File: config.mk
export PLATFORM = sky130hd
export DESIGN_NAME = io_regfile_flat
export DESIGN_NICKNAME = d
export VERILOG_FILES = /design/src/rtl/io_regfile_if.sv /design/src/rtl/io_regfile.sv /design/src/flat_wrapper.sv
export SDC_FILE = /design/constraint.sdc
export NUM_CORES = 2
export LEC_CHECK = 0
export ABC_AREA = 0
export CORE_UTILIZATION = 60
export DETAILED_ROUTE_END_ITERATION = 10
export GPL_TIMING_DRIVEN = 0
export PLACE_DENSITY = 0.78
export SLEW_MARGIN = 10
export SYNTH_ARGS = -nofsm -noshare
export SYNTH_HDL_FRONTEND = slang
export SYNTH_SLANG_ARGS = --single-unit
export TNS_END_PERCENT = 30
File: constraint.sdc
create_clock -name clock -period 59.5 [get_ports clock]
set_input_delay 5.95 -clock clock [delete_from_list [all_inputs] [get_ports clock]]
set_output_delay 5.95 -clock clock [all_outputs]
set_load 0.05 [all_outputs]
File: src/rtl/io_regfile_if.sv
// io_regfile_if: software-side register file bus, one write port and two combinational read ports.
interface io_regfile_if #(
  parameter int DATA_W = 32,
  parameter int ADDR_W = 5
);
  logic              ctrl_writeEnable;
  logic [ADDR_W-1:0] ctrl_writeReg;
  logic [DATA_W-1:0] data_writeReg;
  logic [ADDR_W-1:0] ctrl_readRegA;
  logic [ADDR_W-1:0] ctrl_readRegB;
  logic [DATA_W-1:0] data_readRegA;
  logic [DATA_W-1:0] data_readRegB;
  modport master (
    output ctrl_writeEnable, ctrl_writeReg, data_writeReg, ctrl_readRegA, ctrl_readRegB,
    input  data_readRegA, data_readRegB
  );
  modport slave (
    input  ctrl_writeEnable, ctrl_writeReg, data_writeReg, ctrl_readRegA, ctrl_readRegB,
    output data_readRegA, data_readRegB
  );
endinterface

File: src/rtl/io_regfile.sv
// io_regfile: register file with event-capture input channels, exported output registers and optional write bypass.
module io_regfile #(
  parameter int DATA_W   = 32,
  parameter int ADDR_W   = 5,
  parameter int IN_BASE  = 2,
  parameter int NUM_IN   = 1,
  parameter int OUT_BASE = 1,
  parameter int NUM_OUT  = 1,
  parameter int BYPASS   = 1
) (
  input  logic                      clock,
  input  logic                      ctrl_reset,
  io_regfile_if.slave               bus,
  input  logic [NUM_IN-1:0]         hw_event,
  input  logic [NUM_IN*DATA_W-1:0]  hw_value,
  output logic [NUM_OUT*DATA_W-1:0] out_regs,
  output logic [NUM_IN-1:0]         event_pending,
  output logic [NUM_IN-1:0]         event_overrun
);
  localparam int DEPTH = 1 << ADDR_W;
  localparam logic [ADDR_W:0] IN_LO = (ADDR_W+1)'(IN_BASE);
  localparam logic [ADDR_W:0] IN_HI = (ADDR_W+1)'(IN_BASE + NUM_IN);
  if (IN_BASE < 1 || OUT_BASE < 1 || NUM_IN < 1 || NUM_OUT < 1 ||
      IN_BASE + NUM_IN > DEPTH || OUT_BASE + NUM_OUT > DEPTH ||
      !(IN_BASE + NUM_IN <= OUT_BASE || OUT_BASE + NUM_OUT <= IN_BASE)) begin : g_bad_map
    $error("io_regfile: invalid input/output channel address map");
  end
  logic [DATA_W-1:0] regs [1:DEPTH-1];
  function automatic logic is_in(input logic [ADDR_W-1:0] a);
    return {1'b0, a} >= IN_LO && {1'b0, a} < IN_HI;
  endfunction
  for (genvar a = 1; a < DEPTH; a++) begin : g_reg
    localparam logic [ADDR_W-1:0] A = ADDR_W'(a);
    logic hit;
    assign hit = bus.ctrl_writeEnable && bus.ctrl_writeReg == A;
    if (a >= IN_BASE && a < IN_BASE + NUM_IN) begin : g_in
      localparam int C = a - IN_BASE;
      // A capture beats a same-edge acknowledge so that no hardware event is lost.
      always_ff @(posedge clock or posedge ctrl_reset)
        if (ctrl_reset) begin
          regs[a]          <= '0;
          event_pending[C] <= 1'b0;
          event_overrun[C] <= 1'b0;
        end else if (hw_event[C]) begin
          regs[a]          <= hw_value[C*DATA_W +: DATA_W];
          event_pending[C] <= 1'b1;
          if (event_pending[C] && !hit) event_overrun[C] <= 1'b1;
        end else if (hit) begin
          regs[a]          <= bus.data_writeReg;
          event_pending[C] <= 1'b0;
          event_overrun[C] <= 1'b0;
        end
    end else begin : g_gen
      always_ff @(posedge clock or posedge ctrl_reset)
        if (ctrl_reset) regs[a] <= '0;
        else if (hit) regs[a] <= bus.data_writeReg;
    end
  end
  for (genvar o = 0; o < NUM_OUT; o++) begin : g_out
    assign out_regs[o*DATA_W +: DATA_W] = regs[OUT_BASE + o];
  end
  logic byp_a, byp_b;
  always_comb begin
    byp_a = BYPASS != 0 && !ctrl_reset && bus.ctrl_writeEnable &&
            bus.ctrl_writeReg == bus.ctrl_readRegA && !is_in(bus.ctrl_readRegA);
    byp_b = BYPASS != 0 && !ctrl_reset && bus.ctrl_writeEnable &&
            bus.ctrl_writeReg == bus.ctrl_readRegB && !is_in(bus.ctrl_readRegB);
    bus.data_readRegA = bus.ctrl_readRegA == '0 ? '0 : byp_a ? bus.data_writeReg : regs[bus.ctrl_readRegA];
    bus.data_readRegB = bus.ctrl_readRegB == '0 ? '0 : byp_b ? bus.data_writeReg : regs[bus.ctrl_readRegB];
  end
endmodule

File: src/flat_wrapper.sv
// flat-port wrapper written by rule: the top's interface ports become plain ports
module io_regfile_flat 
#(
  parameter int DATA_W   = 32,
  parameter int ADDR_W   = 5,
  parameter int IN_BASE  = 2,
  parameter int NUM_IN   = 1,
  parameter int OUT_BASE = 1,
  parameter int NUM_OUT  = 1,
  parameter int BYPASS   = 1
)
  (clock, ctrl_reset, hw_event, hw_value, out_regs, event_pending, event_overrun, bus_ctrl_writeEnable, bus_ctrl_writeReg, bus_data_writeReg, bus_ctrl_readRegA, bus_ctrl_readRegB, bus_data_readRegA, bus_data_readRegB);
  io_regfile_if #(.DATA_W(DATA_W), .ADDR_W(ADDR_W)) bus_i ();
  input  logic clock;
  input  logic ctrl_reset;
  input  logic [NUM_IN-1:0] hw_event;
  input  logic [NUM_IN*DATA_W-1:0] hw_value;
  output logic [NUM_OUT*DATA_W-1:0] out_regs;
  output logic [NUM_IN-1:0] event_pending;
  output logic [NUM_IN-1:0] event_overrun;
  input wire logic [$bits(bus_i.ctrl_writeEnable)-1:0] bus_ctrl_writeEnable;
  input wire logic [$bits(bus_i.ctrl_writeReg)-1:0] bus_ctrl_writeReg;
  input wire logic [$bits(bus_i.data_writeReg)-1:0] bus_data_writeReg;
  input wire logic [$bits(bus_i.ctrl_readRegA)-1:0] bus_ctrl_readRegA;
  input wire logic [$bits(bus_i.ctrl_readRegB)-1:0] bus_ctrl_readRegB;
  output wire logic [$bits(bus_i.data_readRegA)-1:0] bus_data_readRegA;
  output wire logic [$bits(bus_i.data_readRegB)-1:0] bus_data_readRegB;
  assign bus_i.ctrl_writeEnable = bus_ctrl_writeEnable;
  assign bus_i.ctrl_writeReg = bus_ctrl_writeReg;
  assign bus_i.data_writeReg = bus_data_writeReg;
  assign bus_i.ctrl_readRegA = bus_ctrl_readRegA;
  assign bus_i.ctrl_readRegB = bus_ctrl_readRegB;
  assign bus_data_readRegA = bus_i.data_readRegA;
  assign bus_data_readRegB = bus_i.data_readRegB;
  io_regfile #(.DATA_W(DATA_W), .ADDR_W(ADDR_W), .IN_BASE(IN_BASE), .NUM_IN(NUM_IN), .OUT_BASE(OUT_BASE), .NUM_OUT(NUM_OUT), .BYPASS(BYPASS)) u_core (.clock(clock), .ctrl_reset(ctrl_reset), .bus(bus_i), .hw_event(hw_event), .hw_value(hw_value), .out_regs(out_regs), .event_pending(event_pending), .event_overrun(event_overrun));
endmodule
==> flow_summary.json <==
{
  "drv_cap": 1,
  "fin_util_pct": 68.7,
  "skew_ns": 0.0000853,
  "ys.flop_type": "dfrtp_1",
  "grt_pass1_vias": 41000,
  "yosysTopAreaCell": "dfrtp_1",
  "required_ns": 53.55,
  "rsz0062_at_grt": "no",
  "crit_chain": "clkdlybuf4s50_1 > buf_2 > buf_2 > clkbuf_1 > mux4_2 > o22ai_1 > nor4_1 > a21oi_1 > a31oi_1 > clkdlybuf4s50_1",
  "violations": "capacitance limit",
  "p_int_uw": 1490,
  "powerDensity_mw_per_mm2": 35.2,
  "grt-ovfl-total": 0,
  "status": "finished with violations",
  "cts.clk_slew.worst_paths_ns": 0.06,
  "period_minus_slack_ns": 17.42,
  "critical_path_depth": 10,
  "hold_depth": 1,
  "switching_share_pct": 31.6,
  "drive_above_1_share_pct": 42.7,
  "slew_headroom_pct": 0.132,
  "die-area_mm2": 0.0920,
  "start_kind": "primary input",
  "io_buffer_count": 173,
  "insertion_delay_ns": 0.73,
  "min_to": "u_core.event_pending",
  "ctsHtreeMaxLevel": 3,
  "cts.sinks": 994,
  "rrSetupSlack_ns": 58.54,
  "synth-seq-cells": 994,
  "max_freq_mhz": 57.4,
  "drv_slew": 0,
  "reg2regPathDepth": 1,
  "cts-buffers-inserted": 109,
  "synthArstFlopShare_pct": 100,
  "initial_utilization_pct": 60.5,
  "timing_hold_violations_final": 0,
  "path_max_fanout": 10,
  "core_area_mm2": 0.0900,
  "drt-total-wl_um": 243000,
  "syn_inst": 4005,
  "rr_endpoint": "u_core.out_regs[30]",
  "critPathLaunch": "bus_ctrl_readRegB[1]",
  "drc": 0,
  "crit_slowest_cell": "nor4_1",
  "setup_tns_ns": 0,
  "grt_max_degree": 118,
  "fin_ws_ns": 42.08,
  "critical-path-max-stage-delay_ns": 1.06,
  "hold_buffers": 0,
  "layout_commonest_cell": "mux2_2",
  "place_ws_ns": 42.55,
  "first_pass_iters": 6,
  "reg2reg_from": "u_core.out_regs[30]",
  "ys_seq_area_share_pct": 45.7,
  "leakage_uw": 0.0266,
  "die_y_um": 303,
  "synth_edf_count": 0,
  "path_delay_family": "buffers and inverters",
  "dp_cells": 5367,
  "syn_to_final_growth_pct": 13.5,
  "clockRootBuffer": "clkbuf_16",
  "worstMarginPinSlew_ns": 1.50,
  "seqPwrFrac_pct": 41.8,
  "cp_num_buf_inv": 5,
  "dieWidth_um": 303,
  "end_kind": "output pin",
  "ant_nets": 0,
  "vias_per_cell": 7.73,
  "pin_count": 181,
  "post_synth.cell_area_avg_um2": 13.6,
  "final_cell_mix": "mux2_2 (1081), dfrtp_1 (994), mux4_2 (392), clkbuf_1 (246), o21ai_0 (177)",
  "synth.distinct_cells": 67,
  "cts_resized": 0,
  "clkPwrFrac_pct": 33.2,
  "routabilityCongestion": 1.10,
  "switchingPower_uw": 689,
  "critPathKind": "in2out",
  "power.total_uw": 2180,
  "min_from": "u_core.event_pending",
  "hold_class": "reg2reg",
  "post-cts-setup-buffers": 0,
  "finalNonFillerCells": 5586,
  "period_share_pct": 29.3,
  "grt_pass1_wl_um": 328000,
  "setup_viol": 0,
  "rows": 110,
  "worstPathArrival_ns": 11.47,
  "p_comb_share_pct": 24.9,
  "fin_nets": 4385,
  "netlist.area_leader.share_pct": 45.7,
  "synthTopCellsByArea": "dfrtp_1 (46%), mux2_2 (22%), mux4_2 (16%)",
  "ys.warnings.count": 0,
  "synth.cell_area_mm2": 0.0545,
  "track_usage_pct": 53.2,
  "cts_buffer_depth": 3,
  "antenna_found_initial": 15,
  "cts_tree": "done",
  "drt_iter0_drc": 7723,
  "vias": 43200,
  "dpl.hpwl_um": 177000,
  "vdd_drop_max_mv": 0.0287,
  "routedWlPerCell_um": 43.5,
  "synth_nets": 4088
}
worst max-delay path by stage:
stage | slack [ns] | to
4_1_cts | 42.54 | bus_data_readRegB[11]
3_3_place_gp | 13.69 | u_core.regs[28]
5_1_grt | 42.42 | bus_data_readRegB[9]
3_5_place_dp | 42.55 | bus_data_readRegB[11]
2_1_floorplan | 25.58 | u_core.event_overrun
6_report | 42.08 | bus_data_readRegB[11]
power by group through the flow:
| stage | logic [uW] | registers [uW] | clock network, uW |
|---|---|---|---|
| final | 544 | 912 | 724 |
| after global routing | 555 | 924 | 743 |
| after CTS | 522 | 903 | 717 |
| after detailed placement | 518 | 914 | 0 |
| after global placement | 506 | 907 | 0 |
| after floorplan | 368 | 880 | 0 |
per-stage QoR:
stage          hold slack [ns]  instance area [um^2]
6_report                 0.520                 61800
5_1_grt                  0.528                 61800
4_1_cts                  0.514                 61800
3_5_place_dp             0.501                 58000
3_3_place_gp             0.488                 57700
2_1_floorplan            0.477                 54500
Yosys cell counts, drive strengths merged (24+ instances only):
cell / number
a22oi: 34
o21ai: 180
a221oi: 26
a31oi: 31
buf: 231
nand2b: 25
mux2: 1084
nor3: 35
nand3: 24
a211oi: 28
mux2i: 79
nand2: 161
nor4: 33
clkbuf: 235
a21oi: 49
dfrtp: 994
nor2: 122
o22ai: 67
mux4: 392
layout make-up:
type,instances,area [um^2]
multi-input combinational,2539,27500
clock buffer,152,3130
fill,6458,28200
tap,1176,1470
sequential,994,24900
inverter,6,30.0
clock inverter,49,633
antenna,18,45.0
timing repair buffer,186,2030
buffer,466,2160
per-layer routing:
layer  wire length, um  global-route usage (%)  vias to the layer above
met1             86300                    68.7                    22100
met2             94500                    68.2                     4059
met5               221                   0.776                        -
met3             40600                    27.9                     1062
li1                  -                       -                    15900
met4             21200                    37.0                       15
state kept, by name, summed over array words and instances (netlist names):
name and flops:
u_core.event_overrun 1, u_core.out_regs 32, u_core.regs 960, u_core.event_pending 1
kinds of logic after synthesis:
| kind of cell | after synthesis | synth area share [%] |
|---|---|---|
| compound gates | 516 | 6.20 |
| flops | 994 | 45.7 |
| simple gates | 460 | 3.95 |
| mux | 1555 | 40.1 |
| buf+inv | 472 | 3.97 |
| xor+xnor | 8 | 0.129 |
(Power assumes the default switching activity.)
